<file path="config.mk">
export PLATFORM = sky130hd
export DESIGN_NAME = id_ctrl_pipe
export DESIGN_NICKNAME = d
export VERILOG_FILES = /design/src/rtl/id_ctrl_pipe.sv
export SDC_FILE = /design/constraint.sdc
export NUM_CORES = 1
export LEC_CHECK = 0
export ABC_AREA = 1
export CAP_MARGIN = 20
export CORE_UTILIZATION = 35
export DETAILED_ROUTE_END_ITERATION = 7
export GPL_ROUTABILITY_DRIVEN = 1
export PLACE_DENSITY = 0.66
export SETUP_SLACK_MARGIN = 0.3
export SYNTH_ARGS = -nofsm -noshare
export SYNTH_HDL_FRONTEND = slang
export SYNTH_SLANG_ARGS = --single-unit
</file>
<file path="constraint.sdc">
create_clock -name clk -period 1.98 [get_ports clk]
set_clock_uncertainty 0.1 [all_clocks]
set_input_delay 0.396 -clock clk [delete_from_list [all_inputs] [get_ports clk]]
set_output_delay 0.396 -clock clk [all_outputs]
set_load 0.01 [all_outputs]
</file>
<file path="src/rtl/id_ctrl_pipe.sv">
// RV32I main control decode registered into the ID/EX pipeline register, with
// load-use stall generation, flush, downstream back-pressure and illegal-instruction detection.
module id_ctrl_pipe #(
    parameter bit HAZARD_EN      = 1'b1,
    parameter bit STICKY_ILLEGAL = 1'b0
) (
    input  logic        clk,
    input  logic        rst,
    input  logic [31:0] instr_in,
    input  logic        instr_valid,
    input  logic        flush,
    input  logic        stall_in,
    output logic        stall_out,
    output logic        ex_valid,
    output logic [3:0]  ex_alucontrol,
    output logic        ex_alusrc,
    output logic        ex_memtoreg,
    output logic        ex_regwrite,
    output logic        ex_memread,
    output logic        ex_memwrite,
    output logic        ex_branch,
    output logic [4:0]  ex_rd,
    output logic [4:0]  ex_rs1,
    output logic [4:0]  ex_rs2,
    output logic [2:0]  ex_funct3,
    output logic        illegal_flag
);

    localparam logic [6:0] OP_R      = 7'b0110011;
    localparam logic [6:0] OP_I      = 7'b0010011;
    localparam logic [6:0] OP_LOAD   = 7'b0000011;
    localparam logic [6:0] OP_STORE  = 7'b0100011;
    localparam logic [6:0] OP_BRANCH = 7'b1100011;

    localparam logic [3:0] ALU_AND  = 4'b0000;
    localparam logic [3:0] ALU_OR   = 4'b0001;
    localparam logic [3:0] ALU_ADD  = 4'b0010;
    localparam logic [3:0] ALU_XOR  = 4'b0011;
    localparam logic [3:0] ALU_SLL  = 4'b0100;
    localparam logic [3:0] ALU_SRL  = 4'b0101;
    localparam logic [3:0] ALU_SUB  = 4'b0110;
    localparam logic [3:0] ALU_SRA  = 4'b0111;
    localparam logic [3:0] ALU_SLT  = 4'b1000;
    localparam logic [3:0] ALU_SLTU = 4'b1001;

    typedef struct packed {
        logic       valid;
        logic [3:0] alucontrol;
        logic       alusrc;
        logic       memtoreg;
        logic       regwrite;
        logic       memread;
        logic       memwrite;
        logic       branch;
        logic [4:0] rd;
        logic [4:0] rs1;
        logic [4:0] rs2;
        logic [2:0] funct3;
    } ctrl_t;

    logic [6:0] opcode;
    logic [4:0] rd, rs1, rs2;
    logic [2:0] funct3;
    logic [6:0] funct7;
    logic       bit30;

    assign opcode = instr_in[6:0];
    assign rd     = instr_in[11:7];
    assign funct3 = instr_in[14:12];
    assign rs1    = instr_in[19:15];
    assign rs2    = instr_in[24:20];
    assign funct7 = instr_in[31:25];
    assign bit30  = instr_in[30];

    // alt selects SUB over ADD and SRA over SRL
    function automatic logic [3:0] alu_sel(input logic [2:0] f3, input logic alt);
        case (f3)
            3'b000:  alu_sel = alt ? ALU_SUB : ALU_ADD;
            3'b001:  alu_sel = ALU_SLL;
            3'b010:  alu_sel = ALU_SLT;
            3'b011:  alu_sel = ALU_SLTU;
            3'b100:  alu_sel = ALU_XOR;
            3'b101:  alu_sel = alt ? ALU_SRA : ALU_SRL;
            3'b110:  alu_sel = ALU_OR;
            default: alu_sel = ALU_AND;
        endcase
    endfunction

    ctrl_t dec, ex_q;
    logic  legal, use_rs1, use_rs2, writes;

    always_comb begin
        dec            = '0;
        legal          = 1'b0;
        use_rs1        = 1'b0;
        use_rs2        = 1'b0;
        writes         = 1'b0;
        dec.valid      = 1'b1;
        dec.alucontrol = ALU_ADD;
        dec.rd         = rd;
        dec.rs1        = rs1;
        dec.rs2        = rs2;
        dec.funct3     = funct3;
        case (opcode)
            OP_R: begin
                use_rs1 = 1'b1;
                use_rs2 = 1'b1;
                writes  = 1'b1;
                legal   = (funct7 == 7'h00) ||
                          (funct7 == 7'h20 && (funct3 == 3'b000 || funct3 == 3'b101));
                dec.alucontrol = alu_sel(funct3, bit30);
            end
            OP_I: begin
                use_rs1    = 1'b1;
                writes     = 1'b1;
                dec.alusrc = 1'b1;
                // funct7 is immediate except for the shifts
                if (funct3 == 3'b001)
                    legal = (funct7 == 7'h00);
                else if (funct3 == 3'b101)
                    legal = (funct7 == 7'h00) || (funct7 == 7'h20);
                else
                    legal = 1'b1;
                dec.alucontrol = alu_sel(funct3, bit30 && funct3 == 3'b101);
            end
            OP_LOAD: begin
                use_rs1      = 1'b1;
                writes       = 1'b1;
                dec.alusrc   = 1'b1;
                dec.memread  = 1'b1;
                dec.memtoreg = 1'b1;
                legal = !(funct3 == 3'b011 || funct3 == 3'b110 || funct3 == 3'b111);
            end
            OP_STORE: begin
                use_rs1      = 1'b1;
                use_rs2      = 1'b1;
                dec.alusrc   = 1'b1;
                dec.memwrite = 1'b1;
                legal        = (funct3 <= 3'b010);
            end
            OP_BRANCH: begin
                use_rs1        = 1'b1;
                use_rs2        = 1'b1;
                dec.branch     = 1'b1;
                dec.alucontrol = ALU_SUB;
                legal          = !(funct3 == 3'b010 || funct3 == 3'b011);
            end
            default: legal = 1'b0;
        endcase
        dec.regwrite = writes && (rd != 5'd0);
    end

    logic hazard, load_ok, ill_new;

    assign hazard = HAZARD_EN && ex_q.valid && ex_q.memread && (ex_q.rd != 5'd0) &&
                    instr_valid &&
                    ((use_rs1 && ex_q.rd == rs1) || (use_rs2 && ex_q.rd == rs2));
    // a held EX stage is never checked against, so stall_in masks the request
    assign stall_out = hazard && !stall_in && !rst;
    assign load_ok   = instr_valid && legal;
    assign ill_new   = instr_valid && !legal && !flush && !stall_in && !hazard;

    always_ff @(posedge clk) begin
        if (rst) begin
            ex_q         <= '0;
            illegal_flag <= 1'b0;
        end else begin
            if (flush || (!stall_in && (hazard || !load_ok)))
                ex_q <= '0;
            else if (!stall_in)
                ex_q <= dec;
            illegal_flag <= STICKY_ILLEGAL ? (illegal_flag || ill_new) : ill_new;
        end
    end

    assign ex_valid      = ex_q.valid;
    assign ex_alucontrol = ex_q.alucontrol;
    assign ex_alusrc     = ex_q.alusrc;
    assign ex_memtoreg   = ex_q.memtoreg;
    assign ex_regwrite   = ex_q.regwrite;
    assign ex_memread    = ex_q.memread;
    assign ex_memwrite   = ex_q.memwrite;
    assign ex_branch     = ex_q.branch;
    assign ex_rd         = ex_q.rd;
    assign ex_rs1        = ex_q.rs1;
    assign ex_rs2        = ex_q.rs2;
    assign ex_funct3     = ex_q.funct3;

endmodule

</file>
==> results of run 1 <==
==> Yosys cell counts (all sizes together) <==
library cell / n
buf: 5
a21oi: 1
clkbuf: 3
o211ai: 1
or2: 1
nand3: 6
nor3: 2
xor2: 3
nor2: 56
o22ai: 1
xnor2: 4
nand2: 59
o2111ai: 1
inv: 19
nor3b: 1
nand4: 2
a22oi: 3
dfxtp: 29
o21bai: 1
a31oi: 1
a211oi: 1
mux2i: 10
clkinv: 1
o21ai: 15
==> area by class of cell <==
cell class / count / area share [%]
Clock buffer: 7 / 3.10
Clock inverter: 1 / 0.161
Inverter: 20 / 2.41
Multi-Input combinational cell: 169 / 37.3
Sequential cell: 29 / 19.1
Tap cell: 67 / 2.70
Timing Repair Buffer: 119 / 35.2
==> sequential cells by signal (all words and copies together), names as in the netlist <==
register,cells
ex_alusrc,1
ex_alucontrol,4
ex_rd,5
ex_valid,1
ex_branch,1
ex_funct3,3
ex_rs1,5
ex_memread,1
ex_regwrite,1
ex_rs2,5
ex_memwrite,1
illegal_flag,1
==> where the power goes <==
group          switching [mW]  internal [mW]  leakage [nW]
Clock                   0.224          0.313        0.0542
Combinational           0.157          0.161          1.36
Sequential            0.00623          0.590         0.238
Total                   0.387           1.06          1.65
==> worst min path at each step <==
stage               depth (start not counted)                      to  slack [ns]
CTS                                         2  ex_rs1[4]$_SDFFE_PP0N_        0.42
global route                                2  ex_branch$_SDFFE_PP0N_        0.45
finish                                      2  ex_rs1[4]$_SDFFE_PP0N_        0.42
floorplan                                   2  ex_branch$_SDFFE_PP0N_        0.44
detailed placement                          2  ex_branch$_SDFFE_PP0N_        0.41
global placement                            2  ex_rs2[4]$_SDFFE_PP0N_        0.39
==> placed cells by master (no fill, tap or decap), types with 4 or more instances in the layout <==
| master | count |
|---|---|
| sky130_fd_sc_hd__inv_2 | 9 |
| sky130_fd_sc_hd__clkdlybuf4s50_1 | 13 |
| sky130_fd_sc_hd__nor2_1 | 22 |
| sky130_fd_sc_hd__nand2_4 | 5 |
| sky130_fd_sc_hd__o21ai_0 | 15 |
| sky130_fd_sc_hd__mux2i_1 | 10 |
| sky130_fd_sc_hd__inv_1 | 10 |
| sky130_fd_sc_hd__dfxtp_1 | 24 |
| sky130_fd_sc_hd__clkbuf_8 | 7 |
| sky130_fd_sc_hd__nand3_1 | 5 |
| sky130_fd_sc_hd__dlymetal6s2s_1 | 14 |
| sky130_fd_sc_hd__buf_4 | 45 |
| sky130_fd_sc_hd__dlygate4sd2_1 | 27 |
| sky130_fd_sc_hd__nor2_2 | 7 |
| sky130_fd_sc_hd__nand2_2 | 10 |
| sky130_fd_sc_hd__buf_12 | 4 |
| sky130_fd_sc_hd__clkbuf_2 | 4 |
| sky130_fd_sc_hd__nand2_1 | 42 |
| sky130_fd_sc_hd__clkdlybuf4s15_1 | 6 |
| sky130_fd_sc_hd__nor2_4 | 25 |
==> metrics by stage <==
stage	hold slack [ns]	total power, mW	utilization [%]	cells
CTS	0.424	1.47	62.1	407
global placement	0.389	0.929	59.1	396
global route	0.449	1.52	64.1	412
floorplan	0.444	0.761	-	226
finish	0.417	1.45	64.1	412
detailed placement	0.406	0.931	59.1	396
==> what timing repair did <==
action	in CTS	in global routing
resized for setup	78	33
pin swaps	27	20
endpoints found under the setup margin	40	43
setup buffers	3	5
==> worst max-delay path: cells and delay by family <==
family | cells | cell delay [ns]
buf+inv | 2 | 0.40
xor+xnor | 1 | 0.16
simple gates | 6 | 0.44
==> kinds of logic (layout without fill, tap and decap cells) <==
kind of cell,Yosys count,count (layout),synth area share (%)
xor gates and xnor gates,7,7,3.40
DFF,29,29,32.2
and+or+nand+nor,127,127,42.3
AOI/OAI and AO/OA,25,25,8.11
muxes,10,10,5.54
buffers and inverters,28,147,8.45
==> layer usage <==
layer	GRT usage, %	vias up
li1	-	953
met4	8.33	0
met2	29.5	41
met3	3.84	7
met1	23.0	778
met5	0	-
==> flow_summary.html, run 1 <==
<table>
<tr><th>Metric</th><th>Value</th></tr>
<tr><th colspan="2">Outcome</th></tr>
<tr><td>Outcome</td><td>finished, final reports clean</td></tr>
<tr><th colspan="2">Critical path</th></tr>
<tr><td>Max incr delay on CP</td><td>0.26 ns</td></tr>
<tr><td>Count of cells along the worst register-to-register path</td><td>14</td></tr>
<tr><td>Data arrival time of the critical path</td><td>1.40 ns</td></tr>
<tr><td>Startpoint Class</td><td>primary input</td></tr>
<tr><td>Worst-path maximum fanout</td><td>2</td></tr>
<tr><td>Destination of the critical timing path</td><td>stall_out</td></tr>
<tr><td>Worst Path Class, Setup</td><td>primary input to primary output</td></tr>
<tr><td>Reg-to-reg setup timing slack</td><td>0.19 ns</td></tr>
<tr><td>Critical Path Source</td><td>instr_in[24]</td></tr>
<tr><td>CP Capture Type</td><td>primary output</td></tr>
<tr><td>Slowest library cell on the worst path</td><td>sky130_fd_sc_hd__dlygate4sd2_1</td></tr>
<tr><td>CP most frequent cell</td><td>sky130_fd_sc_hd__nand2_1</td></tr>
<tr><td>Cell Chain, Critical Path</td><td>dlygate4sd2_1 &gt; xnor2_1 &gt; nand2_1 &gt; nor2_1 &gt; nand2_1 &gt; nand2_1 &gt; nand2_2 &gt; nor3_2 &gt; buf_2</td></tr>
<tr><td>Reg-to-reg critical path startpoint</td><td>ex_rd[2]$_SDFFE_PP0N_</td></tr>
<tr><td>Worst EP required</td><td>1.48 ns</td></tr>
<tr><td>R2R Path End</td><td>ex_rd[4]$_SDFFE_PP0N_</td></tr>
<tr><th colspan="2">Synth</th></tr>
<tr><td>Netlist area before placement</td><td>1810 sq um</td></tr>
<tr><td>Yosys top cell by area</td><td>sky130_fd_sc_hd__dfxtp_1</td></tr>
<tr><td>Post-synth top area share</td><td>32.2%</td></tr>
<tr><td>Cell count after synthesis</td><td>226</td></tr>
<tr><td>Avg Inst Size Synth</td><td>7.99 sq um</td></tr>
<tr><td>Count of yosys warnings during synthesis</td><td>0</td></tr>
<tr><td>Largest cells by area after synthesis</td><td>sky130_fd_sc_hd__dfxtp_1 (32%), sky130_fd_sc_hd__nor2_4 (13%), sky130_fd_sc_hd__nand2_1 (10%)</td></tr>
<tr><td>Post-synthesis sequential area ratio</td><td>32.2%</td></tr>
<tr><td>Net Count, Synth</td><td>263</td></tr>
<tr><td>Synth unique cells</td><td>34</td></tr>
<tr><td>Synth Register Bits</td><td>29</td></tr>
<tr><th colspan="2">Floorplan</th></tr>
<tr><td>Die ar.</td><td>5450 sq um</td></tr>
<tr><td>Width of the die</td><td>73.8 microns</td></tr>
<tr><td>Floorplan die height</td><td>73.8 microns</td></tr>
<tr><td>CORE AREA</td><td>4850 sq um</td></tr>
<tr><td>Initial Utilization</td><td>37.2%</td></tr>
<tr><td>Std cell rows</td><td>25</td></tr>
<tr><td>Count of pins on the block boundary</td><td>68</td></tr>
<tr><th colspan="2">Drt</th></tr>
<tr><td>Routed length on met3</td><td>161 microns</td></tr>
<tr><td>Metal2 WL</td><td>2.27 mm</td></tr>
<tr><td>Routed vias/inst</td><td>4.32</td></tr>
<tr><td>Post-DRT Antenna Nets</td><td>0</td></tr>
<tr><td>Total number of vias</td><td>1,779</td></tr>
<tr><td>Highest routed metal layer</td><td>met4</td></tr>
<tr><td>DRT met1 WL</td><td>2.14 mm</td></tr>
<tr><td>Final routed wirelength across all metal layers</td><td>4.65 mm</td></tr>
<tr><td>Routed wire per std cell</td><td>11.3 microns</td></tr>
<tr><td>Initial drt markers</td><td>61</td></tr>
<tr><td>Pre-antenna DRT Iters</td><td>4</td></tr>
<tr><td>DRC violation count after routing</td><td>0</td></tr>
<tr><th colspan="2">Timing</th></tr>
<tr><td>Worst path setup slack after routing</td><td>0.0838 ns</td></tr>
<tr><td>Highest achievable clock rate</td><td>0.527 GHz</td></tr>
<tr><td>Final Slew Violations</td><td>0</td></tr>
<tr><td>Share of the clock period used by the worst path after layout</td><td>95.8%</td></tr>
<tr><td>Actual transition at the worst max-transition pin</td><td>0.341 ns</td></tr>
<tr><td>Unrepaired setup endpoints after global routing</td><td>true</td></tr>
<tr><td>Final count of negative-setup-slack endpoints</td><td>0</td></tr>
<tr><td>Worst relative slew slack</td><td>77.0%</td></tr>
<tr><td>Final worst path period need</td><td>1.90 ns</td></tr>
<tr><td>Final hold violations</td><td>0</td></tr>
<tr><td>Total negative setup slack</td><td>0 ns</td></tr>
<tr><th colspan="2">Finish</th></tr>
<tr><td>Share of post-route cells with drive strength above 1</td><td>39.7%</td></tr>
<tr><td>FILL cells</td><td>424</td></tr>
<tr><td>Layout net count</td><td>381</td></tr>
<tr><td>Sequential cell area</td><td>594 sq um</td></tr>
<tr><td>Layout overhead on the synthesized area</td><td>72.2%</td></tr>
<tr><td>Antenna diode count</td><td>0</td></tr>
<tr><td>Area of the multi-input gates</td><td>1160 sq um</td></tr>
<tr><td>Post-route cell area</td><td>3110 sq um</td></tr>
<tr><th colspan="2">Min path</th></tr>
<tr><td>Startpoint of the most critical hold path</td><td>ex_rs1[4]$_SDFFE_PP0N_</td></tr>
<tr><td>Worst hold path type</td><td>flop to flop</td></tr>
<tr><th colspan="2">Placement</th></tr>
<tr><td>Placed standard-cell area</td><td>2870 sq um</td></tr>
<tr><td>Minimum setup slack after placement</td><td>-0.640 ns</td></tr>
<tr><td>Hpwl dp</td><td>3.58 mm</td></tr>
<tr><td>Placer's final routability congestion estimate</td><td>0.875</td></tr>
<tr><td>Port bufs</td><td>67</td></tr>
<tr><th colspan="2">Global routing</th></tr>
<tr><td>GR Overflow Total</td><td>0</td></tr>
<tr><td>Pin count of the biggest net entering global routing</td><td>18</td></tr>
<tr><td>Number of antenna violations at the first check in global routing</td><td>0</td></tr>
<tr><td>Via count of the first global-routing pass</td><td>1,733</td></tr>
<tr><td>Wire length of the first global-routing pass</td><td>7.50 mm</td></tr>
<tr><td>GRT Total Usage</td><td>18.2%</td></tr>
<tr><th colspan="2">Clocking</th></tr>
<tr><td>Clock tree sinks</td><td>29</td></tr>
<tr><td>TritonCTS clock tree</td><td>done</td></tr>
<tr><td>Latest clock arrival within the worst-skew pair</td><td>0.28 ns</td></tr>
<tr><td>Clock transition time at the flip-flop clock pins of the worst setup and hold paths</td><td>0.06 ns</td></tr>
<tr><td>Depth of the CTS H-tree</td><td>2</td></tr>
<tr><td>Bufs on Longest Clock Path</td><td>2</td></tr>
<tr><td>Hold buffer count at CTS</td><td>0</td></tr>
<tr><td>Number of CTS-inserted buffers</td><td>5</td></tr>
<tr><td>Cell at the root of the clock tree</td><td>sky130_fd_sc_hd__clkbuf_8</td></tr>
<tr><th colspan="2">Flow run</th></tr>
<tr><td>Reported max-cap violation count</td><td>0</td></tr>
<tr><th colspan="2">Power and ir drop</th></tr>
<tr><td>Max IR drop VDD</td><td>0.000319 V</td></tr>
<tr><td>Pwr per Cell Area</td><td>467 nW/um^2</td></tr>
<tr><td>Static leakage</td><td>1.65 nW</td></tr>
</table>
No activity file was read; power rests on OpenSTA's default activity.
==> run 2, diff against run 1 <==
Settings changed: TNS_END_PERCENT from default to 5.
==> run 2 against run 1 <==
Against the previous run:
- count of clock-buffer cells in the layout is the same
- sequential share of layout area grew 0.13 points
- cell area decreased by 0.89%
- largest cell class unchanged
==> flow_summary.html, run 2 (same netlist as run 1, synthesis figures left out) <==
<table>
<tr><th>Metric</th><th>Value</th></tr>
<tr><th colspan="2">Critical path</th></tr>
<tr><td>Worst EP required</td><td>1.48 ns</td></tr>
<tr><td>Startpoint Class</td><td>primary input</td></tr>
<tr><td>Worst-path maximum fanout</td><td>2</td></tr>
<tr><td>Worst Path Class, Setup</td><td>primary input to primary output</td></tr>
<tr><td>CP Capture Type</td><td>primary output</td></tr>
<tr><td>Data arrival time of the critical path</td><td>1.40 ns</td></tr>
<tr><th colspan="2">Placement</th></tr>
<tr><td>Placed standard-cell area</td><td>2870 sq um</td></tr>
<tr><td>Port bufs</td><td>67</td></tr>
<tr><td>Placer's final routability congestion estimate</td><td>0.875</td></tr>
<tr><td>Hpwl dp</td><td>3.58 mm</td></tr>
<tr><th colspan="2">Floorplan</th></tr>
<tr><td>Initial Utilization</td><td>37.2%</td></tr>
<tr><td>Floorplan die height</td><td>73.8 microns</td></tr>
<tr><td>CORE AREA</td><td>4850 sq um</td></tr>
<tr><td>Count of pins on the block boundary</td><td>68</td></tr>
<tr><td>Std cell rows</td><td>25</td></tr>
<tr><td>Die ar.</td><td>5450 sq um</td></tr>
<tr><td>Width of the die</td><td>73.8 microns</td></tr>
<tr><th colspan="2">Clocking</th></tr>
<tr><td>TritonCTS clock tree</td><td>done</td></tr>
<tr><td>Clock transition time at the flip-flop clock pins of the worst setup and hold paths</td><td>0.06 ns</td></tr>
<tr><td>Number of CTS-inserted buffers</td><td>5</td></tr>
<tr><td>Bufs on Longest Clock Path</td><td>2</td></tr>
<tr><td>Depth of the CTS H-tree</td><td>2</td></tr>
<tr><td>Hold buffer count at CTS</td><td>0</td></tr>
<tr><td>Latest clock arrival within the worst-skew pair</td><td>0.28 ns</td></tr>
<tr><td>Cell at the root of the clock tree</td><td>sky130_fd_sc_hd__clkbuf_8</td></tr>
<tr><td>Clock tree sinks</td><td>29</td></tr>
<tr><th colspan="2">Finish</th></tr>
<tr><td>Post-route cell area</td><td>3080 sq um</td></tr>
<tr><td>Most common cell after layout, fill and taps aside</td><td>sky130_fd_sc_hd__buf_4</td></tr>
<tr><td>Layout overhead on the synthesized area</td><td>70.7%</td></tr>
<tr><td>FILL cells</td><td>423</td></tr>
<tr><td>Share of post-route cells with drive strength above 1</td><td>39.5%</td></tr>
<tr><td>Top library cells by usage in the layout, fill and taps aside</td><td>sky130_fd_sc_hd__buf_4 (45), sky130_fd_sc_hd__nand2_1 (42), sky130_fd_sc_hd__clkdlybuf4s50_1 (37), sky130_fd_sc_hd__nor2_4 (25), sky130_fd_sc_hd__dfxtp_1 (25)</td></tr>
<tr><td>Antenna diode count</td><td>0</td></tr>
<tr><td>Layout net count</td><td>380</td></tr>
<tr><th colspan="2">Min path</th></tr>
<tr><td>Worst hold path type</td><td>flop to flop</td></tr>
<tr><th colspan="2">Power and ir drop</th></tr>
<tr><td>Clock network fraction of design power</td><td>37.0%</td></tr>
<tr><td>Reg power frac</td><td>41.0%</td></tr>
<tr><td>Total net switching power</td><td>389 uW</td></tr>
<tr><td>Switch share</td><td>26.7%</td></tr>
<tr><td>Logic pwr share</td><td>22.0%</td></tr>
<tr><td>Pwr per Cell Area</td><td>472 nW/um^2</td></tr>
<tr><td>Max IR drop VDD</td><td>0.000319 V</td></tr>
<tr><td>Static leakage</td><td>1.35 nW</td></tr>
<tr><td>Internal</td><td>1.07 mW</td></tr>
<tr><th colspan="2">Drt</th></tr>
<tr><td>Final routed wirelength across all metal layers</td><td>4.64 mm</td></tr>
<tr><td>Pre-antenna DRT Iters</td><td>4</td></tr>
<tr><td>Total number of vias</td><td>1,758</td></tr>
<tr><td>DRC violation count after routing</td><td>0</td></tr>
<tr><td>Initial drt markers</td><td>64</td></tr>
<tr><td>Routed wire per std cell</td><td>11.3 microns</td></tr>
<tr><td>Post-DRT Antenna Nets</td><td>0</td></tr>
<tr><td>Routed vias/inst</td><td>4.28</td></tr>
<tr><th colspan="2">Timing</th></tr>
<tr><td>Final worst path period need</td><td>1.89 ns</td></tr>
<tr><td>Total negative setup slack</td><td>0 ns</td></tr>
<tr><td>Final hold violations</td><td>0</td></tr>
<tr><td>Final Slew Violations</td><td>0</td></tr>
<tr><td>Share of the clock period used by the worst path after layout</td><td>95.7%</td></tr>
<tr><td>Actual transition at the worst max-transition pin</td><td>0.341 ns</td></tr>
<tr><td>Highest achievable clock rate</td><td>0.528 GHz</td></tr>
<tr><td>Final count of negative-setup-slack endpoints</td><td>0</td></tr>
<tr><td>Unrepaired setup endpoints after global routing</td><td>true</td></tr>
<tr><td>Worst relative slew slack</td><td>77.0%</td></tr>
<tr><th colspan="2">Global routing</th></tr>
<tr><td>Number of antenna violations at the first check in global routing</td><td>0</td></tr>
<tr><td>Wire length of the first global-routing pass</td><td>7.49 mm</td></tr>
<tr><td>GR Overflow Total</td><td>0</td></tr>
<tr><td>GRT Total Usage</td><td>18.1%</td></tr>
<tr><td>Pin count of the biggest net entering global routing</td><td>18</td></tr>
<tr><td>Via count of the first global-routing pass</td><td>1,733</td></tr>
<tr><th colspan="2">Flow run</th></tr>
<tr><td>Reported max-cap violation count</td><td>0</td></tr>
<tr><th colspan="2">Outcome</th></tr>
<tr><td>Outcome</td><td>finished, final reports clean</td></tr>
</table>
[run 2: power groups by stage]
stage / clock [mW] / combinational (mW) / sequential (mW)
after global routing: 0.578 / 0.349 / 0.597
after detailed placement: 0 / 0.319 / 0.612
after floorplan: 0 / 0.146 / 0.616
final: 0.539 / 0.321 / 0.596
after global placement: 0 / 0.317 / 0.612
after CTS: 0.558 / 0.315 / 0.597
[run 2: layer usage]
metal / track usage [%] / routed length [microns] / vias to the layer above
met2: 29.4 / 2260 / 35
met3: 3.84 / 143 / 7
met5: 0 / 0 / -
met1: 23.0 / 2160 / 765
met4: 8.33 / 76 / 0
li1: - / - / 951
[run 2: path summary, 6_finish.rpt]
kind	start	cells past startpoint	slack (ns)	to
max	instr_in[24]	9	0.09	stall_out
min	ex_rs1[4]$_SDFFE_PP0N_	2	0.42	ex_rs1[4]$_SDFFE_PP0N_
max reg2reg	ex_rd[2]$_SDFFE_PP0N_	14	0.20	ex_rd[2]$_SDFFE_PP0N_
min reg2reg	ex_rs1[4]$_SDFFE_PP0N_	2	0.42	ex_rs1[4]$_SDFFE_PP0N_
[run 2: layout make-up]
class | count | area (sq um) | area share (%)
clock buffers | 7 | 96.3 | 3.13
well taps | 67 | 83.8 | 2.72
flip-flops and latches | 29 | 593 | 19.2
clock inverters | 1 | 5.00 | 0.162
inverters | 20 | 75.1 | 2.44
multi-input cells | 169 | 1170 | 37.9
repair buffers | 118 | 1060 | 34.4
[run 2: what timing repair did]
| action | CTS | global route |
|---|---|---|
| setup buffers | 3 | 4 |
| resized for setup | 67 | 19 |
| pin swaps | 27 | 20 |
| endpoints found under the hold margin | 0 | 0 |
| setup endpoints to repair | 40 | 53 |
[run 2: worst max-delay path, stage by stage]
cell	delay, ns
sky130_fd_sc_hd__dlygate4sd2_1	0.26
sky130_fd_sc_hd__xnor2_1	0.16
sky130_fd_sc_hd__nand2_1	0.06
sky130_fd_sc_hd__nor2_1	0.10
sky130_fd_sc_hd__nand2_1	0.05
sky130_fd_sc_hd__nand2_1	0.07
sky130_fd_sc_hd__nand2_2	0.07
sky130_fd_sc_hd__nor3_2	0.09
sky130_fd_sc_hd__buf_2	0.14
[run 2: through the flow]
step	instances	power (mW)	hold WS (ns)	setup slack (ns)	util (%)
4_1_cts	407	1.47	0.424	0.0293	62.3
2_1_floorplan	226	0.761	0.444	0.334	-
6_report	411	1.46	0.417	0.0851	63.6
5_1_grt	411	1.52	0.449	0.0143	63.6
3_3_place_gp	396	0.929	0.389	-0.649	59.1
3_5_place_dp	396	0.931	0.406	-0.640	59.1
